File: src/rtl/epsm_bus_bridge.sv
// -----------------------------------------------------------------------------
// epsm_bus_bridge
//
// Cartridge-side responder for the EPSM expansion-port write protocol. Each
// NES CPU write to $401C-$401F (exp_wr_n low during an M2-high phase) is
// captured once, queued in a small FIFO and replayed to the YM2608 with the
// chip's setup / strobe / hold / recovery timing.
//
// Ports
//   clk         module clock (50 MHz nominal)
//   rst         synchronous reset, active low
//   exp_wr_n    expansion write strobe, async, low = register write
//   exp_a       {A1,A0} from the expansion port, async
//   exp_m2      NES M2, async
//   exp_d       NES CPU data bus, async
//   opn_cs_n    OPNA chip select, active low
//   opn_wr_n    OPNA write strobe, active low
//   opn_a       OPNA {A1,A0}
//   opn_d       OPNA data
//   opn_d_oe    data-bus output enable toward the OPNA
//   fifo_level  occupied FIFO entries
//   busy        FIFO non-empty or replay in progress
//   ovf         sticky overflow flag
//   ovf_clr     synchronous clear of ovf (a simultaneous overflow wins)
// -----------------------------------------------------------------------------
module epsm_bus_bridge #(
   parameter int DEPTH_LOG2 = 4,
   parameter int SETUP_CYC  = 2,
   parameter int WR_CYC     = 4,
   parameter int HOLD_CYC   = 2,
   parameter int ADDR_WAIT  = 20,
   parameter int DATA_WAIT  = 100
) (
   input  logic                  clk,
   input  logic                  rst,
   input  logic                  exp_wr_n,
   input  logic [1:0]            exp_a,
   input  logic                  exp_m2,
   input  logic [7:0]            exp_d,
   output logic                  opn_cs_n,
   output logic                  opn_wr_n,
   output logic [1:0]            opn_a,
   output logic [7:0]            opn_d,
   output logic                  opn_d_oe,
   output logic [DEPTH_LOG2:0]   fifo_level,
   output logic                  busy,
   output logic                  ovf,
   input  logic                  ovf_clr
);

   localparam int DEPTH = 1 << DEPTH_LOG2;

   localparam logic [2:0] S_IDLE    = 3'd0;
   localparam logic [2:0] S_SETUP   = 3'd1;
   localparam logic [2:0] S_STROBE  = 3'd2;
   localparam logic [2:0] S_HOLD    = 3'd3;
   localparam logic [2:0] S_RECOVER = 3'd4;

   // ---- input synchronizers ----
   logic [1:0] m2_sync_q;
   logic [1:0] wr_sync_q;
   logic       m2_dly_q;
   logic [9:0] ad_s1_q, ad_s2_q;
   logic       m2_s, wr_s, m2_fall;

   always_ff @(posedge clk) begin
      if (!rst) begin
         m2_sync_q <= 2'b00;
         wr_sync_q <= 2'b11;
         m2_dly_q  <= 1'b0;
      end else begin
         m2_sync_q <= {m2_sync_q[0], exp_m2};
         wr_sync_q <= {wr_sync_q[0], exp_wr_n};
         m2_dly_q  <= m2_sync_q[1];
      end
   end

   // Address/data take the same two-flop delay so they line up with wr_s.
   always_ff @(posedge clk) begin
      ad_s1_q <= {exp_a, exp_d};
      ad_s2_q <= ad_s1_q;
   end

   assign m2_s    = m2_sync_q[1];
   assign wr_s    = wr_sync_q[1];
   assign m2_fall = m2_dly_q & ~m2_s;

   // ---- capture latch ----
   // Re-captured every cycle the strobe is seen, so one M2 phase gives one
   // entry carrying the latest sample; committed on the following M2 fall.
   logic       cap_valid_q;
   logic [9:0] cap_q;
   logic       cap_hit, push_req;

   assign cap_hit  = m2_s & ~wr_s;
   assign push_req = m2_fall & cap_valid_q;

   always_ff @(posedge clk) begin
      if (!rst)         cap_valid_q <= 1'b0;
      else if (cap_hit) cap_valid_q <= 1'b1;
      else if (m2_fall) cap_valid_q <= 1'b0;
   end

   always_ff @(posedge clk) begin
      if (cap_hit) cap_q <= ad_s2_q;
   end

   // ---- FIFO ----
   logic [9:0]            mem_q [DEPTH];
   logic [DEPTH_LOG2:0]   wp_q, rp_q, level;
   logic                  full, empty, push, pop;
   logic [2:0]            state_q, state_d;

   assign level = wp_q - rp_q;
   assign full  = level[DEPTH_LOG2];
   assign empty = (level == '0);
   assign push  = push_req & ~full;
   assign pop   = (state_q == S_IDLE) & ~empty;

   always_ff @(posedge clk) begin
      if (!rst) begin
         wp_q <= '0;
         rp_q <= '0;
         ovf  <= 1'b0;
      end else begin
         if (push) wp_q <= wp_q + 1'b1;
         if (pop)  rp_q <= rp_q + 1'b1;
         if (push_req && full) ovf <= 1'b1;
         else if (ovf_clr)     ovf <= 1'b0;
      end
   end

   always_ff @(posedge clk) begin
      if (push) mem_q[wp_q[DEPTH_LOG2-1:0]] <= cap_q;
   end

   // ---- replay FSM with registered OPNA outputs ----
   logic [15:0] cnt_q, cnt_d;
   logic        cs_q, cs_d, wr_q, wr_d, oe_q, oe_d;
   logic [9:0]  ad_q, ad_d;

   always_comb begin
      state_d = state_q;
      cnt_d   = cnt_q;
      cs_d    = cs_q;
      wr_d    = wr_q;
      oe_d    = oe_q;
      ad_d    = ad_q;
      case (state_q)
         S_IDLE: begin
            if (!empty) begin
               state_d = S_SETUP;
               ad_d    = mem_q[rp_q[DEPTH_LOG2-1:0]];
               cs_d    = 1'b0;
               oe_d    = 1'b1;
               cnt_d   = 16'(SETUP_CYC - 1);
            end
         end
         S_SETUP: begin
            if (cnt_q == '0) begin
               state_d = S_STROBE;
               wr_d    = 1'b0;
               cnt_d   = 16'(WR_CYC - 1);
            end else cnt_d = cnt_q - 16'd1;
         end
         S_STROBE: begin
            if (cnt_q == '0) begin
               state_d = S_HOLD;
               wr_d    = 1'b1;
               cnt_d   = 16'(HOLD_CYC - 1);
            end else cnt_d = cnt_q - 16'd1;
         end
         S_HOLD: begin
            if (cnt_q == '0) begin
               state_d = S_RECOVER;
               cs_d    = 1'b1;
               oe_d    = 1'b0;
               // ad_q[8] is the A0 of the write just completed
               cnt_d   = ad_q[8] ? 16'(DATA_WAIT - 1) : 16'(ADDR_WAIT - 1);
            end else cnt_d = cnt_q - 16'd1;
         end
         S_RECOVER: begin
            if (cnt_q == '0) state_d = S_IDLE;
            else             cnt_d   = cnt_q - 16'd1;
         end
         default: begin
            state_d = S_IDLE;
            cs_d    = 1'b1;
            wr_d    = 1'b1;
            oe_d    = 1'b0;
         end
      endcase
   end

   always_ff @(posedge clk) begin
      if (!rst) begin
         state_q <= S_IDLE;
         cnt_q   <= '0;
         cs_q    <= 1'b1;
         wr_q    <= 1'b1;
         oe_q    <= 1'b0;
         ad_q    <= '0;
      end else begin
         state_q <= state_d;
         cnt_q   <= cnt_d;
         cs_q    <= cs_d;
         wr_q    <= wr_d;
         oe_q    <= oe_d;
         ad_q    <= ad_d;
      end
   end

   assign opn_cs_n   = cs_q;
   assign opn_wr_n   = wr_q;
   assign opn_d_oe   = oe_q;
   assign opn_a      = ad_q[9:8];
   assign opn_d      = ad_q[7:0];
   assign fifo_level = level;
   assign busy       = ~empty | (state_q != S_IDLE);

endmodule

File: config.mk
export PLATFORM = sky130hd
export DESIGN_NAME = epsm_bus_bridge
export DESIGN_NICKNAME = d
export VERILOG_FILES = /design/src/rtl/epsm_bus_bridge.sv
export SDC_FILE = /design/constraint.sdc
export NUM_CORES = 1
export LEC_CHECK = 0
export CAP_MARGIN = 20
export CORE_MARGIN = 2
export CORE_UTILIZATION = 31
export DETAILED_ROUTE_END_ITERATION = 6
export PLACE_DENSITY_LB_ADDON = 0.25
export SETUP_SLACK_MARGIN = 0.4
export SYNTH_ARGS = -nofsm -noshare
export SYNTH_HDL_FRONTEND = slang
export SYNTH_SLANG_ARGS = --single-unit
File: constraint.sdc
create_clock -name clk -period 3.72 [get_ports clk]
set_input_delay 0.744 -clock clk [delete_from_list [all_inputs] [get_ports clk]]
set_output_delay 0.744 -clock clk [all_outputs]
set_load 0.02 [all_outputs]
==> reports/metrics.yaml <==
clocking:
  htreeDepth: 1
  numCtsBuffers: 26
  clock_sinks: 239
  cts_tree: "yes"
  clk_pin_slew_ps: 60
  cts_hold_buf: 0
  root_buffer: "clkbuf_16"
  worstSkewPairLatency_ps: 540
  clk_path_buf_depth: 3
critical_path:
  path_class: "flop to primary output"
  cp-start-kind: "flop"
  cp_slowest_cell: "fa_2"
  crit_required_ps: 2980
  r2r_start: "wp_q[0]"
  cp-end-kind: "primary output"
  r2r_cells: 19
  crit_chain: "inv_2 -> ha_4 -> inv_2 -> fa_2 -> xor2_2 -> or3_4 -> a221o_2 -> nor2_4 -> inv_2 -> buf_6"
  worstPathArrival_ps: 2550
  max_stage_delay_ps: 360
  reg2reg_slack_ps: 510
  cpMostUsedCell: "inv_2"
  r2r_end: "cnt_q[15]"
  path_max_fanout: 2
detailed_routing:
  drt_iter0_drc: 483
  wl_met3_um: 873
  via_per_inst: 4.89
  m1WireLength_mm: 8.49
  route.detailed.drc: 0
  via_count: 5135
  routedWlPerCell_um: 19.3
  drtPass1Iterations: 4
  wl_mm: 20.3
  wl_met2_mm: 10.5
  top_layer_used: "met4"
  ant_nets: 0
sta:
  finalSetupViolations: 0
  rsz0062_at_grt: "true"
  tightest_slew_ps: 881
  hold_viol_final: 0
  fin_crit_ps: 3300
  slew_headroom: 0.413
  setup_ws_ps: 424
  finalSetupTns_ps: 0
  slew_viol_final: 0
  fmax_mhz: 303
  fin_worst_skew_ps: 25.9
  fin_crit_sh: 0.886
logic_synthesis:
  async_flop_share: 0
  synth_area_sq_um: 9300
  synth_top_area_frac: 0.549
  ys_seq_area_frac: 0.698
  yosys-top-cells-area: "edfxtp_1 (55%), dfxtp_1 (15%), mux4_2 (12%)"
  yosysTopAreaCell: "edfxtp_1"
  synthFlopType: "edfxtp_1"
  synth_edf_count: 170
  ys_types: 59
  yosysWarnings: 0
  synth.avg_cell_area_sq_um: 16.5
  syn-num-nets: 591
  ys_seq_elements: 239
  syn_inst: 565
cells_and_area:
  nets: 667
  final_common_cell: "edfxtp_1"
  fin_cells: 1051
  final_area_sq_um: 11300
  final_cell_mix: "edfxtp_1 (170), dfxtp_1 (64), mux4_2 (50), nor2_1 (43), buf_4 (39)"
  areaGrowthSynthToFinish_pct: 21.4
  drive_gt1_frac: 0.259
  diodes: 0
floorplan:
  die_w_um: 177
  core_sq_um: 29600
  row_count: 63
  dieHeight_um: 177
  io_pins: 35
  initial_core_util: 0.314
  dieArea_sq_um: 31400
outcome:
  status: "finished, final reports clean"
global_route:
  gr-total-overflow: 0
  grt_pass1_vias: 5340
  grt.total_usage: 0.132
  grt_pass1_wl_mm: 31.3
  antenna_found_initial: 0
  grt_max_degree: 44
placement:
  globalplace.congestion: 0.791
  dp_slack_ps: 229
  portBuffers: 34
  placed_cells: 990
  postPlaceCellArea_sq_um: 10200
  dp_hpwl_mm: 12.6
hold_path:
  min_path_type: "flop to flop"
  min_path_cells: 0
  min_from: "ad_s1_q[8]"
  hold_path_end: "ad_s2_q[8]"
power:
  ir_drop_mv: 0.340
  finalPower_mw: 8.72
  p_leak_nw: 3.78
  powerDensity_nw_per_um2: 773
run:
  maxCapViolCount: 0
[Yosys cell counts, types with 2 or more instances]
| cell type | instances |
|---|---|
| buf_2 | 4 |
| buf_6 | 2 |
| nor4_1 | 3 |
| o21ai_0 | 14 |
| mux4_2 | 50 |
| o21ai_1 | 4 |
| and2_1 | 9 |
| a21oi_1 | 15 |
| clkbuf_1 | 14 |
| dfxtp_1 | 69 |
| nor2b_1 | 4 |
| nor2_1 | 43 |
| edfxtp_1 | 170 |
| xnor2_1 | 2 |
| a211oi_1 | 2 |
| o22a_1 | 2 |
| o31ai_1 | 3 |
| o22ai_1 | 5 |
| nand4_1 | 3 |
| nand2_1 | 23 |
| nand3_1 | 9 |
| buf_4 | 4 |
| nand2b_1 | 5 |
| mux2i_1 | 12 |
| a21o_1 | 2 |
| or4_1 | 4 |
| a21oi_2 | 3 |
| ha_1 | 10 |
| or3_2 | 6 |
| a31oi_1 | 6 |
| or3_1 | 10 |
| inv_1 | 14 |
| nor3_1 | 8 |
| xor2_1 | 6 |
[cell families (layout without fill, tap and decap cells)]
logic type,after synthesis,after routing,synth area share
AOI/OAI and AO/OA,64,64,0.0443
xor gates and xnor gates,8,8,0.00754
adders and majority gates,11,11,0.0156
buffers and inverters,40,136,0.0199
DFF,239,239,0.698
muxes,63,63,0.135
and+or+nand+nor,140,140,0.0797
[routing by layer]
layer	vias to the layer above	GRT usage
li1	2346	-
met2	122	0.239
met1	2634	0.161
met4	0	0.0382
met3	33	0.0232
met5	-	0
[sequential cells by signal, indices dropped and copies added, names as in the netlist]
signal	flops
mem_q	160
cnt_q	16
ad_q	10
ad_s1_q	10
ad_s2_q	10
cap_q	10
rp_q	5
wp_q	5
state_q	3
m2_sync_q	2
wr_sync_q	2
cap_valid_q	1
m2_dly_q	1
opn_cs_n	1
opn_d_oe	1
opn_wr_n	1
ovf	1
[per-stage QoR]
step	utilization	hold WS (ps)
3_5_place_dp	0.345	313
6_report	0.382	325
5_1_grt	0.382	332
3_3_place_gp	0.345	314
2_1_floorplan	-	310
4_1_cts	0.382	327
[power by group]
group | switching (mW) | total (mW) | internal, mW | leakage [nW]
Sequential | 0.172 | 3.17 | 3.00 | 2.10
Combinational | 1.47 | 2.78 | 1.30 | 1.22
Clock | 1.07 | 2.78 | 1.71 | 0.461
Total | 2.72 | 8.72 | 6.00 | 3.78
[worst max-delay path by stage]
stage	startpoint	endpoint	slack (ps)	cells after the start
2_1_floorplan	rp_q[1]	busy	410	9
3_3_place_gp	wp_q[0]	busy	300	10
3_5_place_dp	wp_q[0]	busy	230	10
4_1_cts	wp_q[0]	busy	360	10
5_1_grt	wp_q[0]	busy	340	10
6_report	wp_q[0]	busy	420	10
[critical path: cells and delay by family, from the launching register on]
kind / cells / cell delay, ps
fa+ha+maj: 2 / 490
simple gates: 2 / 430
compound gates: 1 / 350
flops: 1 / 320
buf+inv: 4 / 270
xor+xnor: 1 / 170
[layout make-up]
type	count	area, sq um
multi-input cells	286	2660
repair buffers	73	632
clock buffers	33	782
clock inverters	15	180
inverters	15	56.3
flip-flops and latches	239	6490
well taps	390	488
fillers	2704	18300
[timing repair]
action,in CTS,in global routing
pin swaps,4,5
endpoints found under the setup margin,3,5
gates resized for setup,19,2
setup buffers,12,1
No activity file was read; power rests on OpenSTA's default activity.
